### src/rtl/memory_stage_lsu_if.sv
// rtl/memory_stage_lsu_if.sv - dCache request/response channel between the memory stage and the cache
//
// Purpose: bundles the dCache request channel (req_*) and response channel (resp_*).
// Modports:
//   master - the memory stage: drives req_cyc/req_we/req_size/req_addr/req_wdata/req_tag
//            and resp_ack; receives req_ack, resp_cyc, resp_data.
//   slave  - the cache side: the mirror image of master.
interface memory_stage_lsu_if #(
  parameter int ADDR_W = 64,
  parameter int DATA_W = 64,
  parameter int TAG_W  = 8
);
  logic              req_cyc;
  logic              req_we;
  logic [1:0]        req_size;
  logic [ADDR_W-1:0] req_addr;
  logic [DATA_W-1:0] req_wdata;
  logic [TAG_W-1:0]  req_tag;
  logic              req_ack;
  logic              resp_cyc;
  logic [DATA_W-1:0] resp_data;
  logic              resp_ack;

  modport master (
    output req_cyc, req_we, req_size, req_addr, req_wdata, req_tag, resp_ack,
    input  req_ack, resp_cyc, resp_data
  );

  modport slave (
    input  req_cyc, req_we, req_size, req_addr, req_wdata, req_tag, resp_ack,
    output req_ack, resp_cyc, resp_data
  );
endinterface

### src/rtl/memory_stage_lsu.sv
// rtl/memory_stage_lsu.sv - pipeline memory stage: load/store unit talking to the dCache
//
// Purpose: accepts one load/store at a time from the pipeline, issues it on the dCache
// channel, waits for the response, extracts and extends load data, and hands the result
// to writeback. Pass-through instructions complete combinationally in IDLE.
// Ports:
//   clk, reset          - clock; asynchronous active-low reset
//   in_valid, wb_stall  - instruction present / writeback cannot accept
//   is_load, is_store   - access kind (neither = pass-through)
//   acc_size, sign_ext  - access size (1/2/4/8 bytes), sign- vs zero-extend loads
//   addr, st_data, tag_in - access address, store data, opcode tag
//   out_valid, ld_data  - result complete / extended load data
//   stall, err          - hold upstream / sticky error
//   dc                  - dCache channel (master side)
module memory_stage_lsu #(
  parameter int ADDR_W  = 64,
  parameter int DATA_W  = 64,
  parameter int TAG_W   = 8,
  parameter int TIMEOUT = 255
) (
  input  logic              clk,
  input  logic              reset,
  input  logic              in_valid,
  input  logic              wb_stall,
  input  logic              is_load,
  input  logic              is_store,
  input  logic [1:0]        acc_size,
  input  logic              sign_ext,
  input  logic [ADDR_W-1:0] addr,
  input  logic [DATA_W-1:0] st_data,
  input  logic [TAG_W-1:0]  tag_in,
  output logic              out_valid,
  output logic [DATA_W-1:0] ld_data,
  output logic              stall,
  output logic              err,
  memory_stage_lsu_if.master dc
);

  typedef enum logic [1:0] {S_IDLE, S_REQ, S_WAIT, S_DONE} state_t;

  localparam logic [15:0] TO_LAST   = 16'(TIMEOUT - 1);
  localparam logic [2:0]  LANE_MASK = (DATA_W == 64) ? 3'b111 : 3'b011;

  state_t            state_q, state_d;
  logic [15:0]       cnt_q, cnt_d;
  logic [ADDR_W-1:0] addr_q;
  logic [DATA_W-1:0] wdata_q;
  logic [DATA_W-1:0] ld_q;
  logic [TAG_W-1:0]  tag_q;
  logic [1:0]        size_q;
  logic              sext_q;
  logic              we_q;
  logic              err_q;

  logic              mem_op, accept, misalign, timeout_hit, resp_take, to_fire;
  logic [2:0]        lane;
  logic [63:0]       shifted, ext;

  assign mem_op      = is_load | is_store;
  assign accept      = (state_q == S_IDLE) & in_valid & mem_op & ~wb_stall;
  assign timeout_hit = (cnt_q == TO_LAST);
  assign resp_take   = (state_q == S_WAIT) & dc.resp_cyc;
  // A handshake arriving in the last allowed cycle wins over the timeout.
  assign to_fire     = timeout_hit & (((state_q == S_REQ) & ~dc.req_ack) |
                                      ((state_q == S_WAIT) & ~dc.resp_cyc));

  // 8-byte accesses cannot be carried on a 32-bit bus, so they count as misaligned.
  always_comb begin
    misalign = 1'b0;
    case (acc_size)
      2'd1:    misalign = addr[0];
      2'd2:    misalign = |addr[1:0];
      2'd3:    misalign = (|addr[2:0]) | (DATA_W == 32);
      default: misalign = 1'b0;
    endcase
  end

  // Load extraction works on a 64-bit view so both bus widths share one path.
  always_comb begin
    lane    = addr_q[2:0] & LANE_MASK;
    shifted = 64'(dc.resp_data) >> {lane, 3'b000};
    ext     = shifted;
    case (size_q)
      2'd0:    ext = {{56{sext_q & shifted[7]}},  shifted[7:0]};
      2'd1:    ext = {{48{sext_q & shifted[15]}}, shifted[15:0]};
      2'd2:    ext = {{32{sext_q & shifted[31]}}, shifted[31:0]};
      default: ext = shifted;
    endcase
  end

  always_ff @(posedge clk or negedge reset) begin
    if (!reset) begin
      state_q <= S_IDLE;
      cnt_q   <= '0;
    end else begin
      state_q <= state_d;
      cnt_q   <= cnt_d;
    end
  end

  always_comb begin
    state_d = state_q;
    case (state_q)
      S_IDLE:  if (accept) state_d = (misalign | err_q) ? S_DONE : S_REQ;
      S_REQ:   if (dc.req_ack) state_d = S_WAIT;
               else if (timeout_hit) state_d = S_DONE;
      S_WAIT:  if (dc.resp_cyc | timeout_hit) state_d = S_DONE;
      default: if (!wb_stall) state_d = S_IDLE;
    endcase
    cnt_d = '0;
    if (state_d == state_q && (state_q == S_REQ || state_q == S_WAIT))
      cnt_d = cnt_q + 16'd1;
  end

  always_ff @(posedge clk or negedge reset) begin
    if (!reset) begin
      addr_q  <= '0;
      wdata_q <= '0;
      tag_q   <= '0;
      size_q  <= '0;
      sext_q  <= 1'b0;
      we_q    <= 1'b0;
      ld_q    <= '0;
      err_q   <= 1'b0;
    end else begin
      if (accept) begin
        addr_q  <= addr;
        wdata_q <= st_data;
        tag_q   <= tag_in;
        size_q  <= acc_size;
        sext_q  <= sign_ext;
        we_q    <= is_store;
        ld_q    <= '0;
      end else if (resp_take) begin
        ld_q <= we_q ? '0 : ext[DATA_W-1:0];
      end
      if ((accept & misalign) | to_fire)
        err_q <= 1'b1;
    end
  end

  always_comb begin
    out_valid    = (state_q == S_DONE) | ((state_q == S_IDLE) & in_valid & ~mem_op);
    stall        = (state_q == S_REQ) | (state_q == S_WAIT) |
                   ((state_q == S_DONE) & wb_stall) |
                   ((state_q == S_IDLE) & in_valid & mem_op);
    ld_data      = (state_q == S_DONE) ? ld_q : '0;
    err          = err_q;
    dc.req_cyc   = (state_q == S_REQ);
    dc.req_we    = we_q;
    dc.req_size  = size_q;
    dc.req_addr  = addr_q;
    dc.req_wdata = wdata_q;
    dc.req_tag   = tag_q;
    dc.resp_ack  = resp_take;
  end

endmodule

### src/flat_wrapper.sv
// flat-port wrapper written by rule: the top's interface ports become plain ports
module memory_stage_lsu_flat 
#(
  parameter int ADDR_W  = 64,
  parameter int DATA_W  = 64,
  parameter int TAG_W   = 8,
  parameter int TIMEOUT = 255
)
  (clk, reset, in_valid, wb_stall, is_load, is_store, acc_size, sign_ext, addr, st_data, tag_in, out_valid, ld_data, stall, err, dc_req_cyc, dc_req_we, dc_req_size, dc_req_addr, dc_req_wdata, dc_req_tag, dc_resp_ack, dc_req_ack, dc_resp_cyc, dc_resp_data);
  memory_stage_lsu_if #(.ADDR_W(ADDR_W), .DATA_W(DATA_W), .TAG_W(TAG_W)) dc_i ();
  input  logic clk;
  input  logic reset;
  input  logic in_valid;
  input  logic wb_stall;
  input  logic is_load;
  input  logic is_store;
  input  logic [1:0] acc_size;
  input  logic sign_ext;
  input  logic [ADDR_W-1:0] addr;
  input  logic [DATA_W-1:0] st_data;
  input  logic [TAG_W-1:0] tag_in;
  output logic out_valid;
  output logic [DATA_W-1:0] ld_data;
  output logic stall;
  output logic err;
  output wire logic [$bits(dc_i.req_cyc)-1:0] dc_req_cyc;
  output wire logic [$bits(dc_i.req_we)-1:0] dc_req_we;
  output wire logic [$bits(dc_i.req_size)-1:0] dc_req_size;
  output wire logic [$bits(dc_i.req_addr)-1:0] dc_req_addr;
  output wire logic [$bits(dc_i.req_wdata)-1:0] dc_req_wdata;
  output wire logic [$bits(dc_i.req_tag)-1:0] dc_req_tag;
  output wire logic [$bits(dc_i.resp_ack)-1:0] dc_resp_ack;
  input wire logic [$bits(dc_i.req_ack)-1:0] dc_req_ack;
  input wire logic [$bits(dc_i.resp_cyc)-1:0] dc_resp_cyc;
  input wire logic [$bits(dc_i.resp_data)-1:0] dc_resp_data;
  assign dc_req_cyc = dc_i.req_cyc;
  assign dc_req_we = dc_i.req_we;
  assign dc_req_size = dc_i.req_size;
  assign dc_req_addr = dc_i.req_addr;
  assign dc_req_wdata = dc_i.req_wdata;
  assign dc_req_tag = dc_i.req_tag;
  assign dc_resp_ack = dc_i.resp_ack;
  assign dc_i.req_ack = dc_req_ack;
  assign dc_i.resp_cyc = dc_resp_cyc;
  assign dc_i.resp_data = dc_resp_data;
  memory_stage_lsu #(.ADDR_W(ADDR_W), .DATA_W(DATA_W), .TAG_W(TAG_W), .TIMEOUT(TIMEOUT)) u_core (.clk(clk), .reset(reset), .in_valid(in_valid), .wb_stall(wb_stall), .is_load(is_load), .is_store(is_store), .acc_size(acc_size), .sign_ext(sign_ext), .addr(addr), .st_data(st_data), .tag_in(tag_in), .out_valid(out_valid), .ld_data(ld_data), .stall(stall), .err(err), .dc(dc_i));
endmodule
### config.mk
export PLATFORM = sky130hd
export DESIGN_NAME = memory_stage_lsu_flat
export DESIGN_NICKNAME = d
export VERILOG_FILES = /design/src/rtl/memory_stage_lsu_if.sv /design/src/rtl/memory_stage_lsu.sv /design/src/flat_wrapper.sv
export SDC_FILE = /design/constraint.sdc
export NUM_CORES = 1
export LEC_CHECK = 0
export CORE_AREA = 4 4 162 164
export DETAILED_ROUTE_END_ITERATION = 10
export DIE_AREA = 0 0 166 168
export PLACE_DENSITY = 0.84
export SLEW_MARGIN = 20
export SYNTH_ARGS = -nofsm -noshare
export SYNTH_HDL_FRONTEND = slang
export SYNTH_SLANG_ARGS = --single-unit
### constraint.sdc
create_clock -name clk -period 5 [get_ports clk]
set_clock_uncertainty 0.2 [all_clocks]
set_input_delay 1 -clock clk [delete_from_list [all_inputs] [get_ports clk]]
set_output_delay 1 -clock clk [all_outputs]
set_load 0.05 [all_outputs]
==> results of run 1 <==
## sequential cells by signal, indices dropped and copies added, names as in the netlist
register             count
u_core.dc.req_wdata     64
u_core.dc.req_tag        8
u_core.cnt_q            16
u_core.state_q           2
u_core.sext_q            1
u_core.dc.req_we         1
u_core.err               1
u_core.ld_q             64
u_core.dc.req_size       2
u_core.dc.req_addr      64
## cells by family after synthesis
family	count (synthesis)	synth area share (%)
AO/OA/AOI/OAI	166	9.86
XOR/XNOR	13	1.02
adder cells (fa/ha/maj)	7	0.786
buffers and inverters	79	3.08
flip-flops	223	50.1
multiplexers	205	23.5
AND/OR/NAND/NOR	244	11.6
## synth_stat cells, types with 6 or more instances
cell type	number	area, um2
nor3_2	11	110
inv_1	7	26.3
a31oi_1	15	93.8
clkbuf_1	43	161
nor3_1	10	50.1
nand2_1	89	334
mux4_2	30	676
and2_1	72	450
nor2_1	12	45.0
xor2_1	7	61.3
o2bb2ai_1	14	123
dfrtp_1	223	5580
nor2b_1	6	37.5
mux2i_1	22	220
xnor2_1	6	52.6
nand3_1	21	105
a22o_1	32	280
mux2_2	151	1700
a21oi_1	29	145
o21ai_0	57	285
buf_2	22	110
ha_1	7	87.6
## how the worst max path moves through the flow
stage                                 start               to  slack [ns]  depth (start not counted)
after global routing      u_core.state_q[0]      ld_data[15]        0.86                          4
after detailed placement   dc_resp_data[63]  u_core.ld_q[35]        0.98                          6
after CTS                 u_core.state_q[0]      ld_data[15]        0.98                          4
after global placement             in_valid        out_valid        1.13                          4
final                     u_core.state_q[0]      ld_data[15]        0.99                          4
after floorplan                    in_valid        out_valid        1.52                          2
## worst min-delay path, stage by stage, from the launching register on
cell and delay, ns:
dfrtp_1 0.34, nand2_1 0.04, o21ai_0 0.06
## power by group
part	total (mW)	switching (mW)	leakage, nW	internal [mW]
clock network	1.95	0.772	0.440	1.17
logic	6.61	4.14	3.58	2.47
registers	3.06	0.507	2.79	2.56
total	11.6	5.42	6.82	6.20
## per-stage QoR
step	utilization (%)	instance area [um2]
floorplan	-	11100
global placement	62.6	15600
detailed placement	62.6	15600
CTS	66.1	16500
global route	66.2	16500
finish	66.2	16500
## cell type report
class,instances,area [um2]
Timing Repair Buffer,430,4300
Sequential cell,223,5580
Inverter,9,33.8
Clock inverter,12,131
Multi-Input combinational cell,635,5240
Antenna cell,2,5.00
Clock buffer,36,759
Fill cell,1828,8420
Tap cell,330,413
## metal layers
metal / vias up / wire (um) / global-route usage, %
met3: 57 / 2830 / 5.12
li1: 4189 / - / -
met2: 452 / 18500 / 43.6
met5: - / 13 / 0
met4: 2 / 961 / 6.96
met1: 4610 / 13900 / 31.7
==> flow_summary.toml, run 1 <==
[outcome]
status = "finished, final reports clean"

[route]
num_vias = 9310
dr.first_iter.drc_count = 815
drt-total-wl_um = 36200
post-route-drc-count = 0
ant_nets = 0
viasPerCell = 5.55
wl_per_cell_um = 21.6
dr.pass1.iters = 7

[grt]
grt_max_degree = 119
antenna_found_initial = 3
grt_usage_pct = 24.9
grt_pass1_vias = 9323
grt_pass1_wl_um = 55700
grt-ovfl-total = 0

[sta]
finalCriticalPeriod_ns = 4.01
finalCritPeriodShare_pct = 80.3
hold_viol = 0
rsz0062_at_grt = "no"
report.final.slew_viol_count = 0
fmax_mhz = 249
hold_ws_ns = 0.276
fin_ws_ns = 0.987
setup_viol = 0
tightest_slew_ns = 0.987
setup_tns_ns = 0
max_slew_margin_pct = 34.2

[die]
core_mm2 = 0.0249
io_pins = 419
die-area_mm2 = 0.0279
rows = 58
die_h_um = 168
start_util_pct = 44.8
die_w_um = 166

[cts]
cts_tree = "built"
hold_buffers = 0
path_clk_slew_ns = 0.06
clock_path_buffers = 3
post_cts_buffers = 0
clkLatencyLatePin_ns = 0.52
cts_resized = 0
htreeDepth = 1
cts_sinks = 223
cts_made_buffers = 26
clockRootBuffer = "clkbuf_16"

[setup_path]
worst_r2r_endpoint = "u_core.ld_q[34]"
required_ns = 3.80
path_cells = "ha_2 > buf_12 > and2_1 > clkdlybuf4s50_1"
rrSetupSlack_ns = 1.46
ff2ff_path_depth = 6
crit_fanout = 60
crit_type = "reg2out"
critPathMaxStageDelay_ns = 0.83
worst_ep_arrival_time_ns = 2.81
worst-path-buf-inv = 2
start_kind = "register"
timing.critical_path.max_delay_family = "buffers and inverters"
r2r_start = "u_core.dc.req_addr[1]"
slowest_stage = "clkdlybuf4s50_1"
end_kind = "output port"

[placed_design]
dp.cells = 1627
dp_slack_ns = 0.983
dp_hpwl_um = 26700
io_buffers = 418
place_congestion = 0.922

[finish]
finalNetCount = 1543
final_common_cell = "clkdlybuf4s50_1"
layout_common_cells = "clkdlybuf4s50_1, dfrtp_1, mux2_2"
layoutNonFillerInstCount = 1677
syn2layout_area_growth_pct = 47.8
layout-drive-gt1-share_pct = 19.5

[min_path]
holdPathEnd = "u_core.ld_q[6]"
hold_depth = 2
hold_path_class = "reg2reg"
min-delay-start = "u_core.ld_q[6]"

[yosys]
synth_edf_count = 0
ys_seq_area_share_pct = 50.1
yosys_warnings = 0
synth_nets = 1155
synthFlopType = "dfrtp_1"
syn-cell-area_mm2 = 0.0111
async_reset_ff_share_pct = 100
ys_types = 53
syn_area_per_cell_um2 = 11.9
synth-seq-cells = 223
synthCells = 937

[pwr]
report.power.total_mw = 11.6
power_per_cell_area_mw_per_mm2 = 705
ir_drop_mv = 0.433
power_leakage_nw = 6.82

[run]
max-cap-violations = 0
No activity file was read; power rests on OpenSTA's default activity.
==> inputs of run 2 (changes only) <==
CORE_AREA = default   (was 4 4 162 164)
CORE_MARGIN = 4   (was default)
CORE_UTILIZATION = 41   (was default)
DIE_AREA = default   (was 0 0 166 168)
PLACE_DENSITY = 0.81   (was 0.84)
clock period = 3.45 ns   (was 5 ns; I/O delays follow)
==> run 2 against run 1 <==
Against the previous run: global-route usage decreased by 1.2 points; non-clock buffer count increased by 15; critical path depth unchanged; critical path type unchanged; largest power group unchanged.
==> flow_summary.toml, run 2 (synthesis results as in run 1) <==
[outcome]
status = "finished, final reports clean"

[placed_design]
dp_slack_ns = 0.223
place_congestion = 0.915
io_buffers = 418
dp_hpwl_um = 28000

[die]
die_w_um = 173
io_pins = 419
die-area_mm2 = 0.0299
die_h_um = 173
rows = 60
core_mm2 = 0.0269
start_util_pct = 41.5

[sta]
fin_ws_ns = 0.239
setup_tns_ns = 0
tightest_slew_ns = 0.970
hold_ws_ns = 0.279
finalCritPeriodShare_pct = 93.1
fmax_mhz = 311
max_slew_margin_pct = 35.1
setup_viol = 0
report.final.slew_viol_count = 0
rsz0062_at_grt = "no"
finalCriticalPeriod_ns = 3.21
hold_viol = 0

[setup_path]
crit_type = "reg2out"
crit_top_cell = "buf_4"
end_kind = "output port"
worst-path-buf-inv = 2
path_cells = "ha_2 > buf_4 > and2_1 > buf_4"
slowest_stage = "dfrtp_1"
worst_ep_arrival_time_ns = 2.32
timing.critical_path.max_delay_family = "buffers and inverters"
critPathMaxStageDelay_ns = 0.48
start_kind = "register"
crit_fanout = 66
required_ns = 2.56

[route]
wl_per_cell_um = 21.6
dr.pass1.iters = 5
ant_nets = 0
dr.first_iter.drc_count = 565
post-route-drc-count = 0
viasPerCell = 5.47
num_vias = 9308
drt-total-wl_um = 36800

[cts]
cts_made_buffers = 25
htreeDepth = 1
clockRootBuffer = "clkbuf_16"
cts_sinks = 223
clock_path_buffers = 3
post_cts_buffers = 0
cts_resized = 0
cts_tree = "built"
hold_buffers = 1
clkLatencyLatePin_ns = 0.51
path_clk_slew_ns = 0.06

[finish]
n_fill_cell = 2183
layout-drive-gt1-share_pct = 25.1
finalNetCount = 1557
final_common_cell = "clkdlybuf4s50_1"
syn2layout_area_growth_pct = 47.3
layout_common_cells = "clkdlybuf4s50_1, dfrtp_1, mux2_2"

[grt]
grt-ovfl-total = 0
grt_pass1_wl_um = 57200
antenna_found_initial = 5
grt_pass1_vias = 9700
grt_max_degree = 83
grt_usage_pct = 23.7

[pwr]
ir_drop_mv = 0.515
power_leakage_nw = 6.99
power_per_cell_area_mw_per_mm2 = 1020

[min_path]
hold_path_class = "reg2reg"

[run]
max-cap-violations = 0
## run 2: changes by cell type in the layout (fill, tap and decap cells not counted)
cell / previous run / this run
clkdlybuf4s50_1: 417 / 350
clkbuf_16: 27 / 25
clkinvlp_4: 1 / 4
clkinv_2: 4 / 8
buf_12: 2 / 8
buf_4: 10 / 85
diode_2: 2 / 5
dlygate4sd3_1: 0 / 1
clkbuf_1: 4 / 3
clkbuf_8: 5 / 1
inv_6: 4 / 0
## run 2: routing by layer
metal	up-vias	track usage (%)	part of all wire, %
li1	4204	-	-
met1	4571	29.4	38
met2	474	41.6	50
met3	59	5.53	8.3
met4	0	7.12	3.0
met5	-	0	0
## run 2: path summary, 6_finish.rpt
| check | startpoint | end | slack [ns] | cells after the start |
|---|---|---|---|---|
| max in group asynchronous | reset | u_core.dc.req_tag[3] | 1.65 | 3 |
| worst min-delay path | u_core.ld_q[1] | u_core.ld_q[1] | 0.28 | 2 |
| worst max register to register | u_core.state_q[0] | u_core.cnt_q[15] | 0.48 | 7 |
| worst min register to register | u_core.ld_q[1] | u_core.ld_q[1] | 0.28 | 2 |
| min in group asynchronous | reset | u_core.ld_q[37] | 0.56 | 2 |
| worst max-delay path | u_core.state_q[0] | ld_data[39] | 0.24 | 4 |
## run 2: per-stage QoR
step                area (um2)  power [mW]  std cells  utilization (%)
floorplan                11100        10.8        937                -
global placement         15600        14.0       1652             58.0
detailed placement       15600        14.1       1652             58.0
CTS                      16400        16.8       1697             61.0
global route             16400        17.5       1702             61.1
finish                   16400        16.7       1702             61.1
## run 2: worst min-delay path, stage by stage (launching register included)
cell	delay [ns]
dfrtp_1	0.34
nand2_1	0.05
o21ai_0	0.06
## run 2: power by group
group,internal (mW),switching (mW)
combinational,3.63,6.07
clock,1.50,1.08
sequential,3.71,0.693
total,8.84,7.85
## run 2: final cells by class
| cell class | instances | area (um2) | area share (%) |
|---|---|---|---|
| sequential | 223 | 5580 | 34.0 |
| timing repair buffer | 445 | 4330 | 26.4 |
| tap | 341 | 427 | 2.60 |
| multi-input combinational | 635 | 5240 | 31.9 |
| inverter | 9 | 33.8 | 0.206 |
| clock inverter | 15 | 139 | 0.846 |
| antenna | 5 | 12.5 | 0.0762 |
| clock buffer | 29 | 651 | 3.96 |
==> inputs of run 3 (changes only) <==
HOLD_SLACK_MARGIN = 0.1   (was default)
==> results of run 3 <==
Final layout, timing and power as in run 2 (identical DEF).
